### src/rtl/traffic_light_pkg.sv
`default_nettype none
// ============================================================================
// Module      : traffic_light_pkg
// Description : State encoding, lamp bundle and default timing for the
//               traffic_light_param controller.
// Revision    : 1.0 - initial release
// ============================================================================
package traffic_light_pkg;

    typedef enum logic [2:0] {
        MG    = 3'd0,
        MY    = 3'd1,
        AR1   = 3'd2,
        SG    = 3'd3,
        SY    = 3'd4,
        AR2   = 3'd5,
        FLASH = 3'd6
    } tl_state_t;

    typedef struct packed {
        logic hg;
        logic hy;
        logic hr;
        logic fg;
        logic fy;
        logic fr;
    } lamps_t;

    localparam int unsigned c_def_tick_div = 50_000_000;
    localparam int unsigned c_def_cnt_w    = 8;
    localparam int unsigned c_def_t_mg     = 60;
    localparam int unsigned c_def_t_sg     = 30;
    localparam int unsigned c_def_t_y      = 5;
    localparam int unsigned c_def_t_ar     = 1;

    // One lamp per road; the unused code 7 falls back to red on both roads.
    function automatic lamps_t lamp_decode(input tl_state_t st, input logic blink);
        lamps_t l;
        l = '0;
        case (st)
            MG:       begin l.hg = 1'b1; l.fr = 1'b1; end
            MY:       begin l.hy = 1'b1; l.fr = 1'b1; end
            AR1, AR2: begin l.hr = 1'b1; l.fr = 1'b1; end
            SG:       begin l.hr = 1'b1; l.fg = 1'b1; end
            SY:       begin l.hr = 1'b1; l.fy = 1'b1; end
            FLASH:    begin l.hy = blink; l.fy = blink; end
            default:  begin l.hr = 1'b1; l.fr = 1'b1; end
        endcase
        return l;
    endfunction

endpackage
`default_nettype wire

### src/rtl/traffic_light_param_prescaler.sv
`default_nettype none
// ============================================================================
// Module      : tick_prescaler
// Description : Free-running 0..TICK_DIV-1 counter with a one-cycle tick
//               flagged while the count sits at its terminal value.
// Revision    : 1.0 - initial release
// ============================================================================
module tick_prescaler #(
    parameter int unsigned TICK_DIV = 50_000_000,
    parameter int unsigned CW       = (TICK_DIV > 1) ? $clog2(TICK_DIV) : 1
) (
    input  logic          clk,
    input  logic          rst,
    output logic          tick,
    output logic [CW-1:0] count
);

    logic [CW-1:0] r_count;
    logic          w_tick;

    assign w_tick = (r_count == CW'(TICK_DIV - 1));

    always_ff @(posedge clk) begin
        if (rst) begin
            r_count <= '0;
        end else if (w_tick) begin
            r_count <= '0;
        end else begin
            r_count <= r_count + 1'b1;
        end
    end

    assign tick  = w_tick;
    assign count = r_count;

endmodule
`default_nettype wire

### src/rtl/traffic_light_param.sv
`default_nettype none
// ============================================================================
// Module      : traffic_light_param
// Description : Main/side road traffic light controller with tick-based
//               timing and night flashing mode. Pedestrian request support
//               is built when TL_PED_EN is defined.
// Revision    : 1.0 - initial release
// ============================================================================
module traffic_light_param
    import traffic_light_pkg::*;
#(
    parameter int unsigned TICK_DIV = c_def_tick_div,
    parameter int unsigned CNT_W    = c_def_cnt_w,
    parameter int unsigned T_MG     = c_def_t_mg,
    parameter int unsigned T_SG     = c_def_t_sg,
    parameter int unsigned T_Y      = c_def_t_y,
    parameter int unsigned T_AR     = c_def_t_ar
) (
    input  logic             clk,
    input  logic             rst,
    input  logic             s,
    input  logic             ped_req,
    input  logic             night_mode,
    output logic             hg,
    output logic             hy,
    output logic             hr,
    output logic             fg,
    output logic             fy,
    output logic             fr,
    output logic [2:0]       state,
    output logic [CNT_W-1:0] remain
);

    localparam int unsigned      c_div_w   = (TICK_DIV > 1) ? $clog2(TICK_DIV) : 1;
    localparam logic [CNT_W-1:0] c_mg_last = CNT_W'(T_MG - 1);
    localparam logic [CNT_W-1:0] c_sg_last = CNT_W'(T_SG - 1);
    localparam logic [CNT_W-1:0] c_y_last  = CNT_W'(T_Y - 1);
    localparam logic [CNT_W-1:0] c_ar_last = CNT_W'(T_AR - 1);
    localparam logic [CNT_W-1:0] c_el_max  = '1;

    logic               w_tick;
    logic [c_div_w-1:0] w_div_count_unused;

    tl_state_t          r_state,   w_state_nxt;
    logic [CNT_W-1:0]   r_elapsed, w_elapsed_nxt;
    logic               r_blink,   w_blink_nxt;
    logic               r_ped_pend, w_pend_nxt;
    lamps_t             r_lamps;
    logic [CNT_W-1:0]   r_remain,  w_remain_nxt;

    tick_prescaler #(
        .TICK_DIV (TICK_DIV),
        .CW       (c_div_w)
    ) u_prescaler (
        .clk   (clk),
        .rst   (rst),
        .tick  (w_tick),
        .count (w_div_count_unused)
    );

    always_ff @(posedge clk) begin
        if (rst) begin
            r_state    <= MG;
            r_elapsed  <= '0;
            r_blink    <= 1'b0;
            r_ped_pend <= 1'b0;
            r_lamps    <= lamp_decode(MG, 1'b0);
            r_remain   <= c_mg_last;
        end else begin
            r_state    <= w_state_nxt;
            r_elapsed  <= w_elapsed_nxt;
            r_blink    <= w_blink_nxt;
            r_ped_pend <= w_pend_nxt;
            r_lamps    <= lamp_decode(w_state_nxt, w_blink_nxt);
            r_remain   <= w_remain_nxt;
        end
    end

    always_comb begin
        w_state_nxt   = r_state;
        w_elapsed_nxt = r_elapsed;
        w_blink_nxt   = r_blink;
        if (w_tick) begin
            w_blink_nxt = ~r_blink;
            case (r_state)
                MG: begin
                    if (night_mode) begin
                        w_state_nxt = FLASH;
                    end else if ((r_elapsed >= c_mg_last) && (s || r_ped_pend)) begin
                        w_state_nxt = MY;
                    end
                end
                MY:    if (r_elapsed == c_y_last)  w_state_nxt = AR1;
                AR1:   if (r_elapsed == c_ar_last) w_state_nxt = SG;
                SG:    if ((r_elapsed == c_sg_last) || !s) w_state_nxt = SY;
                SY:    if (r_elapsed == c_y_last)  w_state_nxt = AR2;
                AR2:   if (r_elapsed == c_ar_last) w_state_nxt = MG;
                FLASH: if (!night_mode)            w_state_nxt = AR2;
                default: w_state_nxt = MG;
            endcase
            // Saturate rather than wrap so a long MG stays past its minimum.
            if (w_state_nxt != r_state) begin
                w_elapsed_nxt = '0;
            end else if (r_elapsed != c_el_max) begin
                w_elapsed_nxt = r_elapsed + 1'b1;
            end
        end
    end

`ifdef TL_PED_EN
    always_comb begin
        w_pend_nxt = r_ped_pend;
        if ((w_state_nxt == SG) && (r_state != SG)) begin
            w_pend_nxt = 1'b0;
        end else if (ped_req) begin
            w_pend_nxt = 1'b1;
        end
    end
`else
    logic w_ped_req_unused;
    assign w_ped_req_unused = ped_req;
    assign w_pend_nxt       = 1'b0;
`endif

    always_comb begin
        w_remain_nxt = '0;
        case (w_state_nxt)
            MG:       w_remain_nxt = (w_elapsed_nxt < c_mg_last) ? (c_mg_last - w_elapsed_nxt) : '0;
            MY, SY:   w_remain_nxt = c_y_last - w_elapsed_nxt;
            AR1, AR2: w_remain_nxt = c_ar_last - w_elapsed_nxt;
            SG:       w_remain_nxt = c_sg_last - w_elapsed_nxt;
            default:  w_remain_nxt = '0;
        endcase
    end

    assign hg     = r_lamps.hg;
    assign hy     = r_lamps.hy;
    assign hr     = r_lamps.hr;
    assign fg     = r_lamps.fg;
    assign fy     = r_lamps.fy;
    assign fr     = r_lamps.fr;
    assign state  = r_state;
    assign remain = r_remain;

endmodule
`default_nettype wire

### config.mk
export PLATFORM = sky130hd
export DESIGN_NAME = traffic_light_param
export DESIGN_NICKNAME = d
export VERILOG_FILES = /design/src/rtl/traffic_light_pkg.sv /design/src/rtl/traffic_light_param_prescaler.sv /design/src/rtl/traffic_light_param.sv
export SDC_FILE = /design/constraint.sdc
export NUM_CORES = 1
export LEC_CHECK = 0
export CAP_MARGIN = 30
export CORE_UTILIZATION = 65
export CTS_BUF_LIST = sky130_fd_sc_hd__clkbuf_4
export DETAILED_ROUTE_END_ITERATION = 6
export PLACE_DENSITY = 0.92
export RECOVER_POWER = 100
export SLEW_MARGIN = 15
export SYNTH_ARGS = -nofsm -noshare
export SYNTH_HDL_FRONTEND = slang
export SYNTH_HIERARCHICAL = 1
export SYNTH_SLANG_ARGS = --single-unit
### constraint.sdc
create_clock -name clk -period 10.4 [get_ports clk]
set_clock_uncertainty 0.2 [all_clocks]
set_input_delay 1.04 -clock clk [delete_from_list [all_inputs] [get_ports clk]]
set_output_delay 1.04 -clock clk [all_outputs]
set_load 0.1 [all_outputs]
After elaboration in Yosys (flattened, before gate mapping)
Index checks and enable logic that the tools add are counted.
Widths: inputs -> output; s select.

storage, ports and cells
  output and inout port bits = 17
  flip-flop bits (word level) = 52

operators by class
  reductions and logical operators = 11
  mux-type cells = 23
  add/sub/neg operators = 6
  $lt $le $gt $ge = 2
  equal/unequal tests = 17
  bitwise logic cells = 1

operators with widths
  kind                   count
  $mux 8                 4
  $pmux 8 s4             1
  $mux 3                 10
  $add 26x1->26 const B  1
  $eq 26x26->1 const B   1
  $pmux 3 s7             1
  $eq 3x3->1 const B     6
  $eq 3x2->1 const B     4
  $add 8x1->8 const B    1
  $eq 8x3->1 const B     1
  $eq 8x5->1 const B     1
  $ge 8x6->1 const B     1
  $logic_not 8->1        1
  $lt 8x6->1 const B     1
  $ne 8x8->1 const B     1
  $sub 1x8->8 const A    1
  $sub 3x8->8 const A    1
  $sub 5x8->8 const A    1
  $sub 6x8->8 const A    1
  $eq 3x1->1 const B     2
  $logic_not 3->1        2
  $reduce_or 2->1        3
  $reduce_or 3->1        2
  $mux 1                 5
  other kinds (6)        7

Longest topological paths before layout
  word-level depth = 12
  depth in mapped cells = 17
  gate-level depth less buffers = 15

Hierarchy
Netlist, hierarchy kept.

by module, submodules not included
  module               instances  cells an instance  area an instance (um^2)
  traffic_light_param  1          241                1955.6
  tick_prescaler       1          147                1257.5

Worst setup path after synthesis
No wires, ideal clock.

  kind = register -> register
  start = reg u_prescaler.r_count[0], in the netlist u_prescaler/count[0]
  end = reg r_remain[5], in the netlist remain[5]
  arrival time = 4055 ps
  required time = 10066 ps
  setup slack = 6010 ps
  cell stages (with the launch flop) = 18
  cells stage by stage = dfxtp_1 > ha_1 > nand4_1 > or4b_2 > nor3_1 > buf_6 > and4_1 > o21ai_0 > xnor2_1 > nand2_1 > inv_1 > ha_1 > a21oi_1 > nor4_1 > or2_1 > clkbuf_2 > a21oi_1 > or4_1

between the ends
  word-level cells in the longest chain between the ends = 5
  elaborated cells on any way between the ends = 18
  classes of those cells = add/sub (4); order compare (1); eq/ne (6); mux (4); reduce/logical (3)

RTL lines
  what                                              RTL line                             text
  start: declaration                                traffic_light_param_prescaler.sv:18  logic [CW-1:0] r_count;
  start signal: assignment                          traffic_light_param_prescaler.sv:29  r_count <= r_count + 1'b1;
  $eq 26x26->1 (*)                                  traffic_light_param_prescaler.sv:21  assign w_tick = (r_count == CW'(TICK_DIV - 1));
  named net w_tick                                  traffic_light_param.sv:41            logic w_tick;
  $mux 8 (*)                                        traffic_light_param.sv:83            if (w_tick) begin
  named net w_elapsed_nxt[3]                        traffic_light_param.sv:45            logic [CNT_W-1:0] r_elapsed, w_elapsed_nxt;
  $sub 6x8->8 / $lt 8x6->1 (equally long branches)  traffic_light_param.sv:128           MG: w_remain_nxt = (w_elapsed_nxt < c_mg_last) ? (c_mg_last - w_elapsed_nxt) : '0;
  $mux 8                                            traffic_light_param.sv:128
  $pmux 8 s4 (*)                                    traffic_light_param.sv:127           case (w_state_nxt)
  end signal: assignment                            traffic_light_param.sv:68            r_remain <= c_mg_last;
  end signal: assignment                            traffic_light_param.sv:75            r_remain <= w_remain_nxt;
  end: declaration                                  traffic_light_param.sv:49            logic [CNT_W-1:0] r_remain, w_remain_nxt;

The timed path passes the listed nets; every way through them passes the cells marked *.
A chain may end at the register's enable or synchronous reset.

Final worst setup path
Same ends and word-level chain as after synthesis.

==> results.sh <==
export IMPL_gp_congestion=0.902
export IMPL_clockBufferDepth=2
export IMPL_grt_usage_pct=29.0
export IMPL_powerDensity_nw_per_um2=89.8
export IMPL_fin_crit_sh_pct=50.9
export IMPL_drtIter0Drc=327
export IMPL_setup_violations=0
export IMPL_final_cell_mix="dfxtp_1 (52), nor2_1 (48), nand2_1 (28)"
export IMPL_routed_wl_um=7390
export IMPL_ys_warn_count=6
export IMPL_cts_hold_buf=0
export IMPL_ant_nets=0
export IMPL_avgSynthCellArea_um2=8.28
export IMPL_finalPower_w=0.000307
export IMPL_max_slew_margin_rel_pct=34.4
export IMPL_cts_tree="done"
export IMPL_stdcell_area_um2=3420
export IMPL_synth_seq_cells=52
export IMPL_syn_area_um2=3210
export IMPL_min_from="u_prescaler/count[22]$_SDFF_PP0_"
export IMPL_whs_path_depth=2
export IMPL_firstDrtPassIters=5
export IMPL_synthCells=388
export IMPL_setup_slack_ns=5.11
export IMPL_avgRoutedWirePerCell_um=15.8
export IMPL_critPathMaxStageDelay_ns=0.71
export IMPL_status="finished clean"
export IMPL_drive_gt1_share_pct=7.98
export IMPL_finalHoldViolCount=0
export IMPL_required_ns=10.46
export IMPL_antenna_found_initial=0
export IMPL_cts_repair_resized=0
export IMPL_intPower_w=0.000233
export IMPL_post_cts_buffers=0
export IMPL_die_area_um2=5230
export IMPL_grt_pass1_vias=2544
export IMPL_swShare_pct=24.1
export IMPL_drcViolationCount=0
export IMPL_rsz0062_at_grt="false"
export IMPL_cp_max_fo=15
export IMPL_power_frac_comb_pct=3.0
export IMPL_cts_root_buf="clkbuf_4"
export IMPL_fmax_mhz=189
export IMPL_async_flop_share_pct=0
export IMPL_gr_total_overflow=0
export IMPL_dr_total_vias=3016
export IMPL_area_growth_pct=6.46
export IMPL_maxCapViolCount=0
export IMPL_worst_path_buf_inv=2
export IMPL_worst_endpoint_arrival_ns=5.35
export IMPL_start_util_pct=67.6
export IMPL_placed_area_um2=3370
export IMPL_diodes=0
export IMPL_ff2ff_path_depth=16
export IMPL_seqPwrFrac_pct=65.6
export IMPL_die_height_um=72.3
export IMPL_reg2reg_to="remain[5]$_SDFF_PP1_"
export IMPL_cts_buffers=5
export IMPL_htree_num_levels=2
export IMPL_worst_slew_pin_slew_ns=0.980
export IMPL_yosysTopAreaCell="dfxtp_1"
export IMPL_die_w_um=72.3
export IMPL_tns_ns=0
export IMPL_critical_path_top_delay_family="simple AND/OR/NAND/NOR gates"
export IMPL_dp_hpwl_um=5270
export IMPL_cp_start_kind="flip-flop"
export IMPL_synthTopCellsByArea="dfxtp_1 (32%), nor2_1 (5.6%), xnor2_1 (4.4%)"
export IMPL_grt_max_degree=26
export IMPL_port_buffers=20
export IMPL_clkTransAtPathRegs_ns=0.16
export IMPL_synthFlopType="dfxtp_1"
export IMPL_hold_path_class="flip-flop to flip-flop"
export IMPL_hold_path_endpoint="u_prescaler/count[22]$_SDFF_PP0_"
export IMPL_path_cells="ha_1, nand4_1, or4b_2, nor3_1, clkbuf_1, and4_1, o21ai_0, xnor2_1, nand2_1, inv_1, ha_1, a21oi_1, nor4_1, or2_0, a21oi_1, or4_1"
export IMPL_p_leak_nw=1.17
export IMPL_cts_sinks=52
export IMPL_cp_end_kind="flip-flop"
export IMPL_reg2reg_setup_slack_ns=5.11
export IMPL_core_area_um2=4750
export IMPL_finalMaxSlewViolations=0
export IMPL_syn_num_nets=404
export IMPL_final_common_cell="dfxtp_1"
export IMPL_rr_startpoint="u_prescaler/count[0]$_SDFF_PP0_"
export IMPL_period_minus_slack_ns=5.29
export IMPL_place_ws_ns=5.23
export IMPL_final_nets=416
export IMPL_grt_first_pass_wirelength_um=11900
export IMPL_yosysSeqAreaShare_pct=32.4
export IMPL_core_rowCount=25
export IMPL_criticalPathCategory="flip-flop to flip-flop"
export IMPL_vdd_drop_max_v=0.0000755
export IMPL_clk_latency_ns=0.38
export IMPL_critPathSlowestCell="or4b_2"
export IMPL_synth_top_area_share_pct=32.4
export IMPL_synth_cell_types=77
export IMPL_synth_edf_count=0
export IMPL_io_pins=22
export IMPL_pwr_share_clk_pct=31.4
export IMPL_p_sw_w=0.0000740
export IMPL_vias_per_cell=6.44
synthesized netlist by cell type, drive strengths merged, types with 3 or more instances:
cell type   n
dfxtp      52
nor2       48
nand2      28
a21oi      22
nand3      19
o21ai      18
nor3       17
inv        16
xnor2      16
ha         11
nand4      11
clkbuf     10
buf         8
or4         8
xor2        8
nor4        7
or3         6
and4        5
o211ai      5
o31ai       5
nand2b      4
or4b        4
a31oi       3
and3        3
nand4b      3
o21a        3
or2         3
power by group through the flow:
stage	sequential (W)	clock, W	combinational, W
2_1_floorplan	0.000205	0	0.00000688
6_report	0.000202	0.0000965	0.00000914
3_3_place_gp	0.000206	0	0.00000890
3_5_place_dp	0.000206	0	0.00000926
4_1_cts	0.000202	0.0000968	0.00000930
5_1_grt	0.000202	0.000107	0.0000101
area by class of cell:
cell class,count,area (µm²)
fillers,363,1330
inverters,16,60.1
repair buffers,23,213
clock buffers,6,45.0
flip-flops and latches,52,1040
multi-input cells,302,1960
clock inverters,2,16.3
well taps,67,83.8
cells by family after synthesis:
family | synth area share [%]
simple gates | 31.2
compound gates | 18.7
flops | 32.4
buf+inv | 5.96
xor+xnor | 6.54
fa+ha+maj | 4.28
mux | 0.974
worst max path at each step:
| stage | start | to | slack, ns | cells past startpoint |
|---|---|---|---|---|
| 6_report | u_prescaler/count[0]$_SDFF_PP0_ | remain[5]$_SDFF_PP1_ | 5.11 | 16 |
| 5_1_grt | u_prescaler/count[0]$_SDFF_PP0_ | remain[5]$_SDFF_PP1_ | 4.86 | 16 |
| 4_1_cts | u_prescaler/count[0]$_SDFF_PP0_ | remain[5]$_SDFF_PP1_ | 5.56 | 16 |
| 3_5_place_dp | s | remain[5]$_SDFF_PP1_ | 5.23 | 11 |
| 3_3_place_gp | s | remain[5]$_SDFF_PP1_ | 5.31 | 11 |
| 2_1_floorplan | u_prescaler/count[0]$_SDFF_PP0_ | remain[5]$_SDFF_PP1_ | 6.01 | 17 |
tightest hold or removal path: stages (launching register included):
cell and delay (ns):
dfxtp_1 0.36, o31ai_1 0.07, a21oi_1 0.05
sequential cells by signal, summed over array words and instances, names as in the netlist:
register / count
fg: 1
fr: 1
fy: 1
hg: 1
hr: 1
hy: 1
r_blink: 1
r_elapsed: 8
remain: 8
state: 3
u_prescaler/count: 26
per-layer routing:
| metal | vias to the layer above | track usage [%] | share of wire [%] |
|---|---|---|---|
| li1 | 1446 | - | - |
| met1 | 1379 | 42.0 | 44 |
| met2 | 174 | 44.5 | 45 |
| met3 | 17 | 4.86 | 9.1 |
| met4 | 0 | 8.06 | 1.3 |
| met5 | - | 0 | 0 |
metrics by stage:
| stage | hold slack (ns) | utilization [%] | std cells |
|---|---|---|---|
| 2_1_floorplan | 0.241 | - | 388 |
| 3_3_place_gp | 0.260 | 70.9 | 458 |
| 3_5_place_dp | 0.290 | 70.9 | 458 |
| 4_1_cts | 0.311 | 72.2 | 466 |
| 5_1_grt | 0.344 | 71.9 | 468 |
| 6_report | 0.305 | 71.9 | 468 |
Note: power is estimated with default switching activity, not from simulation.
